File: src/rtl/piso.sv
// ---------------------------------------------------------------------------
// piso -- parallel-in / serial-out shift register
//
// Purpose:
//   Captures a WIDTH-bit word on a load cycle and streams it out one bit per
//   clock on the following shift cycles.  Shifting moves data toward the out
//   bit and fills the vacated end with zeros, so once the word is exhausted
//   the output stays 0 until the next load (no recirculation).
//
// Parameters:
//   WIDTH      parallel data width in bits (>= 2)
//   MSB_FIRST  1 = stream in[WIDTH-1] first, 0 = stream in[0] first
//
// Ports:
//   clk    in   rising-edge clock, the only timing reference
//   reset  in   synchronous, active-high; clears the register to zero
//   mode   in   1 = parallel load of `in`, 0 = shift one position
//   in     in   WIDTH-bit parallel word, sampled only when mode = 1
//   out    out  serial bit, taken straight from the register's end bit
//
// Priority at each edge: reset, then load, then shift.  There is no
// handshake: every edge with mode = 0 and reset = 0 is a shift, and a load
// issued mid-stream silently discards whatever bits were still pending.
// ---------------------------------------------------------------------------
module piso #(
    parameter int WIDTH     = 4,
    parameter bit MSB_FIRST = 1'b1
) (
    input  logic             clk,
    input  logic             reset,
    input  logic             mode,
    input  logic [WIDTH-1:0] in,
    output logic             out
);

    // Serial output end of the register: the bit that drives out.
    localparam int OUT_IDX = MSB_FIRST ? (WIDTH - 1) : 0;

    logic [WIDTH-1:0] r_sreg;
    logic [WIDTH-1:0] w_shift;
    logic [WIDTH-1:0] w_sreg_next;

    // Shifted image of the register, built bit by bit.  Each bit takes its
    // neighbour on the side away from the out bit; the far end (the bit the
    // data is moving away from) is refilled with 0.
    generate
        for (genvar gi = 0; gi < WIDTH; gi++) begin : g_shift
            if (MSB_FIRST) begin : g_msb
                if (gi == 0) begin : g_fill
                    assign w_shift[gi] = 1'b0;
                end else begin : g_move
                    assign w_shift[gi] = r_sreg[gi-1];
                end
            end else begin : g_lsb
                if (gi == WIDTH - 1) begin : g_fill
                    assign w_shift[gi] = 1'b0;
                end else begin : g_move
                    assign w_shift[gi] = r_sreg[gi+1];
                end
            end
        end
    endgenerate

    // Load beats shift; reset is handled in the register process so that it
    // overrides both regardless of mode and in.
    always_comb begin
        w_sreg_next = w_shift;
        if (mode) begin
            w_sreg_next = in;
        end
    end

    always_ff @(posedge clk) begin
        if (reset) begin
            r_sreg <= '0;
        end else begin
            r_sreg <= w_sreg_next;
        end
    end

    // Driven directly from the register so the first serial bit appears
    // right after the load edge, with no extra pipeline stage.
    assign out = r_sreg[OUT_IDX];

endmodule

File: config.mk
export PLATFORM = sky130hd
export DESIGN_NAME = piso
export DESIGN_NICKNAME = d
export VERILOG_FILES = /design/src/rtl/piso.sv
export SDC_FILE = /design/constraint.sdc
export NUM_CORES = 1
export LEC_CHECK = 0
export CAP_MARGIN = 20
export CORE_AREA = 2 2 39 41
export DETAILED_ROUTE_END_ITERATION = 8
export DIE_AREA = 0 0 41 43
export PLACE_DENSITY = 0.3
export RECOVER_POWER = 100
export REMOVE_ABC_BUFFERS = 1
export SYNTH_ARGS = -nofsm -noshare
export SYNTH_HDL_FRONTEND = slang
export SYNTH_SLANG_ARGS = --single-unit
File: constraint.sdc
create_clock -name clk -period 1.7 [get_ports clk]
set_input_delay 0.34 -clock clk [delete_from_list [all_inputs] [get_ports clk]]
set_output_delay 0.34 -clock clk [all_outputs]
set_load 0.005 [all_outputs]
* Yosys cells after proc, flatten, opt, wreduce, memory -nomap -nowiden
Index checks and enable logic that the tools add are counted.
** Word-level totals
- Bits in registers :: 4
- Bits in latches :: 0
- RAM bits :: 0
- ROM bits :: 0
- Input port bits :: 7
- Output and inout bits :: 1
- Logic and storage cells :: 5
- Memories kept :: 0
** Cells by class
- Add/subtract/negate cells :: 0
- Multipliers :: 0
- Div/mod/pow operators :: 0
- Magnitude comparators :: 0
- Eq/ne operators :: 0
- Shift operators :: 0
- Multiplexer cells :: 1
- Bitwise gates (word level) :: 1
- Reduce and logical (&&, ||, !) cells :: 1
** Operator list (number)
- $mux W4 :: 1
- $reduce_or A2 Y1 :: 1
- $not A1 Y1 :: 1

* Longest topological paths before layout
Gate-level depths: netlist of the first run.
- Depth after elaboration :: 2
- Gate-level depth with buffers :: 2
- Gate-level depth less buffers :: 2

* Worst setup path after synthesis of the first run
OpenSTA, ideal clock, no wires.
- Path kind :: input -> register
- Start :: in mode
- End :: reg r_sreg[1]
- Library setup time :: 0.114 ns
- Data arrival time :: 0.530 ns
- Required time :: 1.586 ns
- Setup slack :: 1.055 ns
- Stages :: 2
- Buffers on the path :: 0
- Path through :: mux2i_1 > nor2_1
** Between the ends
- Longest elaborated chain between the ends :: 1
** RTL lines
- from (decl) :: RTL line 31 : input logic mode,
- $mux W4 :: RTL line 68 : if (mode) begin
- to (signal assigned) :: RTL line 77 : r_sreg <= w_sreg_next;
- to (decl) :: RTL line 39 : logic [WIDTH-1:0] r_sreg;
Every way passes these cells.
A chain may end at the register's enable or synchronous reset.

* Worst setup path after layout of the first run
- Start :: reg r_sreg[3]
- End :: out out
** RTL lines
- to (decl) :: RTL line 33 : output logic out
No word-level cell between the ends.

==> results of run 1 <==
==> synthesized netlist by cell type <==
library cell  number
dfxtp_1            4
mux2i_1            3
nor2_1             3
and3b_2            1
==> how the worst max path moves through the flow <==
stage / startpoint / slack (ns) / to
after floorplan: mode / 1.06 / r_sreg[1]$_SDFF_PP0_
after global placement: mode / 0.39 / r_sreg[1]$_SDFF_PP0_
after detailed placement: mode / 0.37 / r_sreg[1]$_SDFF_PP0_
after CTS: r_sreg[3]$_SDFF_PP0_ / 0.33 / out
after global routing: r_sreg[3]$_SDFF_PP0_ / 0.21 / out
final: r_sreg[3]$_SDFF_PP0_ / 0.28 / out
==> report_power, final <==
group	internal (mW)	total, mW	switching, mW
registers	0.0994	0.100	0.00101
clock network	0.0787	0.113	0.0347
logic	0.0181	0.0257	0.00756
total	0.196	0.239	0.0433
==> per-layer routing <==
| layer | track usage, % | up-vias | share of wire [%] |
|---|---|---|---|
| met1 | 4.50 | 47 | 52 |
| met4 | 2.00 | 0 | 0 |
| met5 | 0 | - | 0 |
| li1 | - | 58 | - |
| met3 | 6.81 | 0 | 19 |
| met2 | 3.44 | 7 | 29 |
==> final cells by class <==
cell class / instances / area share, %
sequential: 4 / 32.8
tap: 16 / 8.21
clock buffer: 3 / 9.23
timing repair buffer: 7 / 28.7
multi-input combinational: 7 / 21.0
==> cell families (layout without fill, tap and decap cells) <==
group                  count (synthesis)  in the layout
DFF                                    4              4
and+or+nand+nor                        4              4
muxes                                  3              3
buffers and inverters                  0             10
==> stage by stage <==
stage / hold WS (ns) / instances / total power, mW
2_1_floorplan: 0.412 / 11 / 0.109
3_3_place_gp: 0.462 / 34 / 0.129
3_5_place_dp: 0.455 / 34 / 0.128
4_1_cts: 0.463 / 37 / 0.249
5_1_grt: 0.491 / 37 / 0.265
6_report: 0.458 / 37 / 0.239
==> results_dict.tcl, run 1 <==
set metrics [dict create \
    outcome "finished clean" \
    wl_um 258 \
    fin_nets 30 \
    reg2reg_setup_slack_ns 1.10 \
    min_path_cells 2 \
    final_cell_mix "5 x clkdlybuf4s50_1, 4 x dfxtp_1, 3 x mux2i_1, 3 x nor2_1, 3 x clkbuf_4" \
    die-area_um2 1760 \
    cts_hold_buf 0 \
    hold_path.class "flop to flop" \
    grtUsageTotal_pct 4.12 \
    syn2layout_area_growth_pct 85.7 \
    r2r-start "r_sreg[0]$_SDFF_PP0_" \
    rr_worst_depth 2 \
    synth_top_area_share_pct 61.0 \
    clockBufferDepth 2 \
    yosys-mux-area-fraction_pct 22.9 \
    io_buffers 7 \
    place.gp.congestion 0.570 \
    slowest_stage "dlygate4sd3_1" \
    cts_tree "built" \
    slew_headroom_pct 86.7 \
    clk_latency_ns 0.23 \
    period_share_pct 83.5 \
    rr_endpoint "r_sreg[1]$_SDFF_PP0_" \
    fill_cells 152 \
    via_count 112 \
    regMostFlops "r_sreg" \
    critPathLaunchType "flop" \
    final_max_slew_viol_count 0 \
    grt_pass1_wl_um 414 \
    p_leak_nw 0.106 \
    min_to "r_sreg[2]$_SDFF_PP0_" \
    worst_pin_slew_ns 0.200 \
    cts_resized 0 \
    setup_viol 0 \
    grt_start_max_net_pins 5 \
    synth_xor_area_share_pct 0 \
    final-seq-area_um2 80.1 \
    max_freq_mhz 705 \
    htreeDepth 1 \
    first_iter_violations 1 \
    multi_input_area_um2 51.3 \
    clock_sinks 4 \
    timing.critical_path.cells "dlygate4sd3_1" \
    path_class "flop to primary output" \
    design.core.area_um2 1380 \
    top_regs "r_sreg: 4 flops" \
    root_buffer "clkbuf_4" \
    path_clk_slew_ns 0.04 \
    vdd_ir_drop_max_mv 0.288 \
    ys_ff_latch 4 \
    yosysWarningCount 0 \
    cp_slowest_stage_delay_ns 0.56 \
    hold_viol_final 0 \
    syn_area_um2 131 \
    drt-pass1-iter-count 2 \
    io-pin-count 8 \
    final_common_cell "clkdlybuf4s50_1" \
    die_w_um 41 \
    synth_compound_area_share_pct 0 \
    synth_fa_ha_area_share_pct 0 \
    arrival_ns 1.08 \
    power_per_cell_area_nw_per_um2 981 \
    place_ws_ns 0.374 \
    grt_overflow_total 0 \
    tns_ns 0 \
    antenna_left 0 \
    synth.distinct_cells 4 \
    synth_top_area_cell "dfxtp_1" \
    drive_gt1_share_pct 19.0 \
    timing.final.ws_setup_ns 0.281 \
    postCtsSetupBuffers 0 \
    largest_reg_flops 4 \
    finish.utilization_pct 17.6 \
    worstPathMaxFanout 1 \
    rows 14 \
    placed_area_um2 221 \
    yosys-top-cells-area "dfxtp_1 61%, mux2i_1 23%, nor2_1 8.6%" \
    cp.depth 1 \
    grt_pass1_vias 109 \
    die_h_um 43 \
    cap_violations 0 \
    path_buf_inv 1 \
    syn_inst 11 \
    final.min_clock_period_ns 1.42 \
    required_ns 1.36 \
    antenna_found_initial 0 \
    rsz0062_at_grt "no" \
    fin_area_um2 244 \
    finClkSkew_ns 0.00314 \
    synth_area_per_cell_um2 11.9 \
    min_from "r_sreg[1]$_SDFF_PP0_" \
    synth_simple_gate_area_share_pct 16.2 \
    end_kind "primary output" \
    diodes 0 \
    drc 0 \
    cp_top_family "buffers and inverters" \
    seq_area_frac_synth_pct 61.0 \
    initial_core_util_pct 9.49 \
    synth_top_family_by_area "multiplexers" \
    avgRoutedWirePerCell_um 6.97 \
    cts_made_buffers 3 \
    via_per_inst 3.03 \
]
No activity file was read; power rests on OpenSTA's default activity.
==> run 2, diff against run 1 <==
--- a/config.mk
+++ b/config.mk
@@ -9,7 +9,7 @@
 export CORE_AREA = 2 2 39 41
 export DETAILED_ROUTE_END_ITERATION = 8
 export DIE_AREA = 0 0 41 43
-export PLACE_DENSITY = 0.3
+export PLACE_DENSITY = 0.31
 export RECOVER_POWER = 100
 export REMOVE_ABC_BUFFERS = 1
 export SYNTH_ARGS = -nofsm -noshare
==> constraint.sdc (replaced) <==
create_clock -name clk -period 1.2 [get_ports clk]
set_input_delay 0.24 -clock clk [delete_from_list [all_inputs] [get_ports clk]]
set_output_delay 0.24 -clock clk [all_outputs]
set_load 0.005 [all_outputs]
==> run 2 against run 1 <==
Non-clock buffer count increased by 1. Design area increased by 2.6%. Via count increased by 2.7%. Flip-flop and latch count unchanged. Setup slack got worse by 0.12 ns. First-iteration DRC count unchanged. Final cell count increased by 2.7%. Sequential share of layout area decreased by 0.82 points. Utilization increased by 0.45 points. Critical path depth increased by 2. Clock-buffer cell count unchanged. Die area unchanged. Critical endpoint is now r_sreg[1]$_SDFF_PP0_.
==> results_dict.tcl, run 2 (synthesis results as in run 1) <==
set metrics [dict create \
    design.core.area_um2 1380 \
    postCtsSetupBuffers 0 \
    path_class "input pin to flop" \
    rr_worst_depth 2 \
    rsz0062_at_grt "no" \
    setup_viol 0 \
    seq_power_share_pct 42.4 \
    clk_latency_ns 0.23 \
    cts_hold_buf 0 \
    path_clk_slew_ns 0.03 \
    p_int_uw 279 \
    htreeDepth 1 \
    root_buffer "clkbuf_4" \
    power_switching_uw 57.1 \
    final_cell_mix "5 x clkdlybuf4s50_1, 4 x dfxtp_1, 3 x mux2i_1, 3 x nor2_1, 3 x clkbuf_4" \
    max_freq_mhz 965 \
    via_count 115 \
    antenna_found_initial 0 \
    antenna_left 0 \
    cts_tree "built" \
    clock_sinks 4 \
    regMostFlops "r_sreg" \
    io_buffers 7 \
    grt_pass1_wl_um 448 \
    die_w_um 41 \
    combPwrFrac_pct 11.1 \
    via_per_inst 3.03 \
    grt_overflow_total 0 \
    min_path_cells 2 \
    finish.utilization_pct 18.1 \
    outcome "finished clean" \
    cts_made_buffers 3 \
    drive_gt1_share_pct 22.7 \
    clockPowerShare_pct 46.5 \
    top_regs "r_sreg: 4 flops" \
    first_iter_violations 1 \
    critPathLaunchType "input pin" \
    power_per_cell_area_nw_per_um2 1340 \
    grt_start_max_net_pins 5 \
    die_h_um 43 \
    cap_violations 0 \
    initial_core_util_pct 9.49 \
    p_sw_share_pct 17.0 \
    final.min_clock_period_ns 1.04 \
    place.gp.congestion 0.470 \
    hold_viol_final 0 \
    largest_reg_flops 4 \
    finClkSkew_ns 0.00151 \
    fin_area_um2 250 \
    cp_slowest_stage_delay_ns 0.64 \
    finalPower_uw 336 \
    grtUsageTotal_pct 4.31 \
    slew_headroom_pct 86.1 \
    drc 0 \
    diodes 0 \
    hold_path.class "flop to flop" \
    arrival_ns 1.15 \
    period_share_pct 86.3 \
    wl_um 258 \
    placed_area_um2 229 \
    worst_pin_slew_ns 0.208 \
    grt_pass1_vias 145 \
    slowest_stage "dlygate4sd3_1" \
    final_common_cell "clkdlybuf4s50_1" \
    cts_resized 1 \
    avgRoutedWirePerCell_um 6.79 \
    rows 14 \
    clockBufferDepth 2 \
    worstPathMaxFanout 4 \
    syn2layout_area_growth_pct 90.5 \
    timing.critical_path.cells "dlygate4sd3_1, mux2i_1, nor2_1" \
    io-pin-count 8 \
    p_leak_nw 0.112 \
    drt-pass1-iter-count 2 \
    final_max_slew_viol_count 0 \
    die-area_um2 1760 \
    vdd_ir_drop_max_mv 0.246 \
    required_ns 1.32 \
    end_kind "flop" \
    fin_nets 31 \
]
## run 2: final timing paths
| path | start | end | slack [ns] |
|---|---|---|---|
| worst max-delay path | mode | r_sreg[1]$_SDFF_PP0_ | 0.16 |
| worst min-delay path | r_sreg[1]$_SDFF_PP0_ | r_sreg[2]$_SDFF_PP0_ | 0.47 |
| worst max register to register | r_sreg[0]$_SDFF_PP0_ | r_sreg[1]$_SDFF_PP0_ | 0.62 |
| worst min register to register | r_sreg[1]$_SDFF_PP0_ | r_sreg[2]$_SDFF_PP0_ | 0.47 |
## run 2: final cells by class
type	instances	area, um2
fill	163	1130
sequential	4	80.1
timing repair buffer	8	76.3
multi-input combinational	7	51.3
clock buffer	3	22.5
tap	16	20.0
## run 2: stage by stage
step           hold WS [ns]  std cells  worst slack [ns]   TNS, ns
5_1_grt               0.513         38             0.113         0
6_report              0.469         38             0.164         0
3_5_place_dp          0.477         35           -0.0201   -0.0318
2_1_floorplan         0.312         11             0.655         0
4_1_cts               0.484         38             0.191         0
3_3_place_gp          0.447         35          -0.00795  -0.00795
## run 2: layer usage
| layer | GRT usage [%] | wire [um] | vias to the layer above |
|---|---|---|---|
| li1 | - | - | 59 |
| met1 | 2.24 | 72 | 54 |
| met2 | 6.56 | 172 | 2 |
| met3 | 3.14 | 12 | 0 |
| met4 | 6.00 | 0 | 0 |
| met5 | 0 | 0 | - |
## run 2: critical path: cells and delay by family
family        cells  cell delay, ns
mux               1            0.22
buf+inv           1            0.64
simple gates      1            0.05
## run 2: power by group through the flow
stage	logic [mW]	registers, mW	clock network [mW]
after CTS	0.0394	0.142	0.167
final	0.0374	0.142	0.156
after global placement	0.0396	0.145	0
after global routing	0.0415	0.143	0.170
after detailed placement	0.0406	0.145	0
after floorplan	0.00959	0.144	0
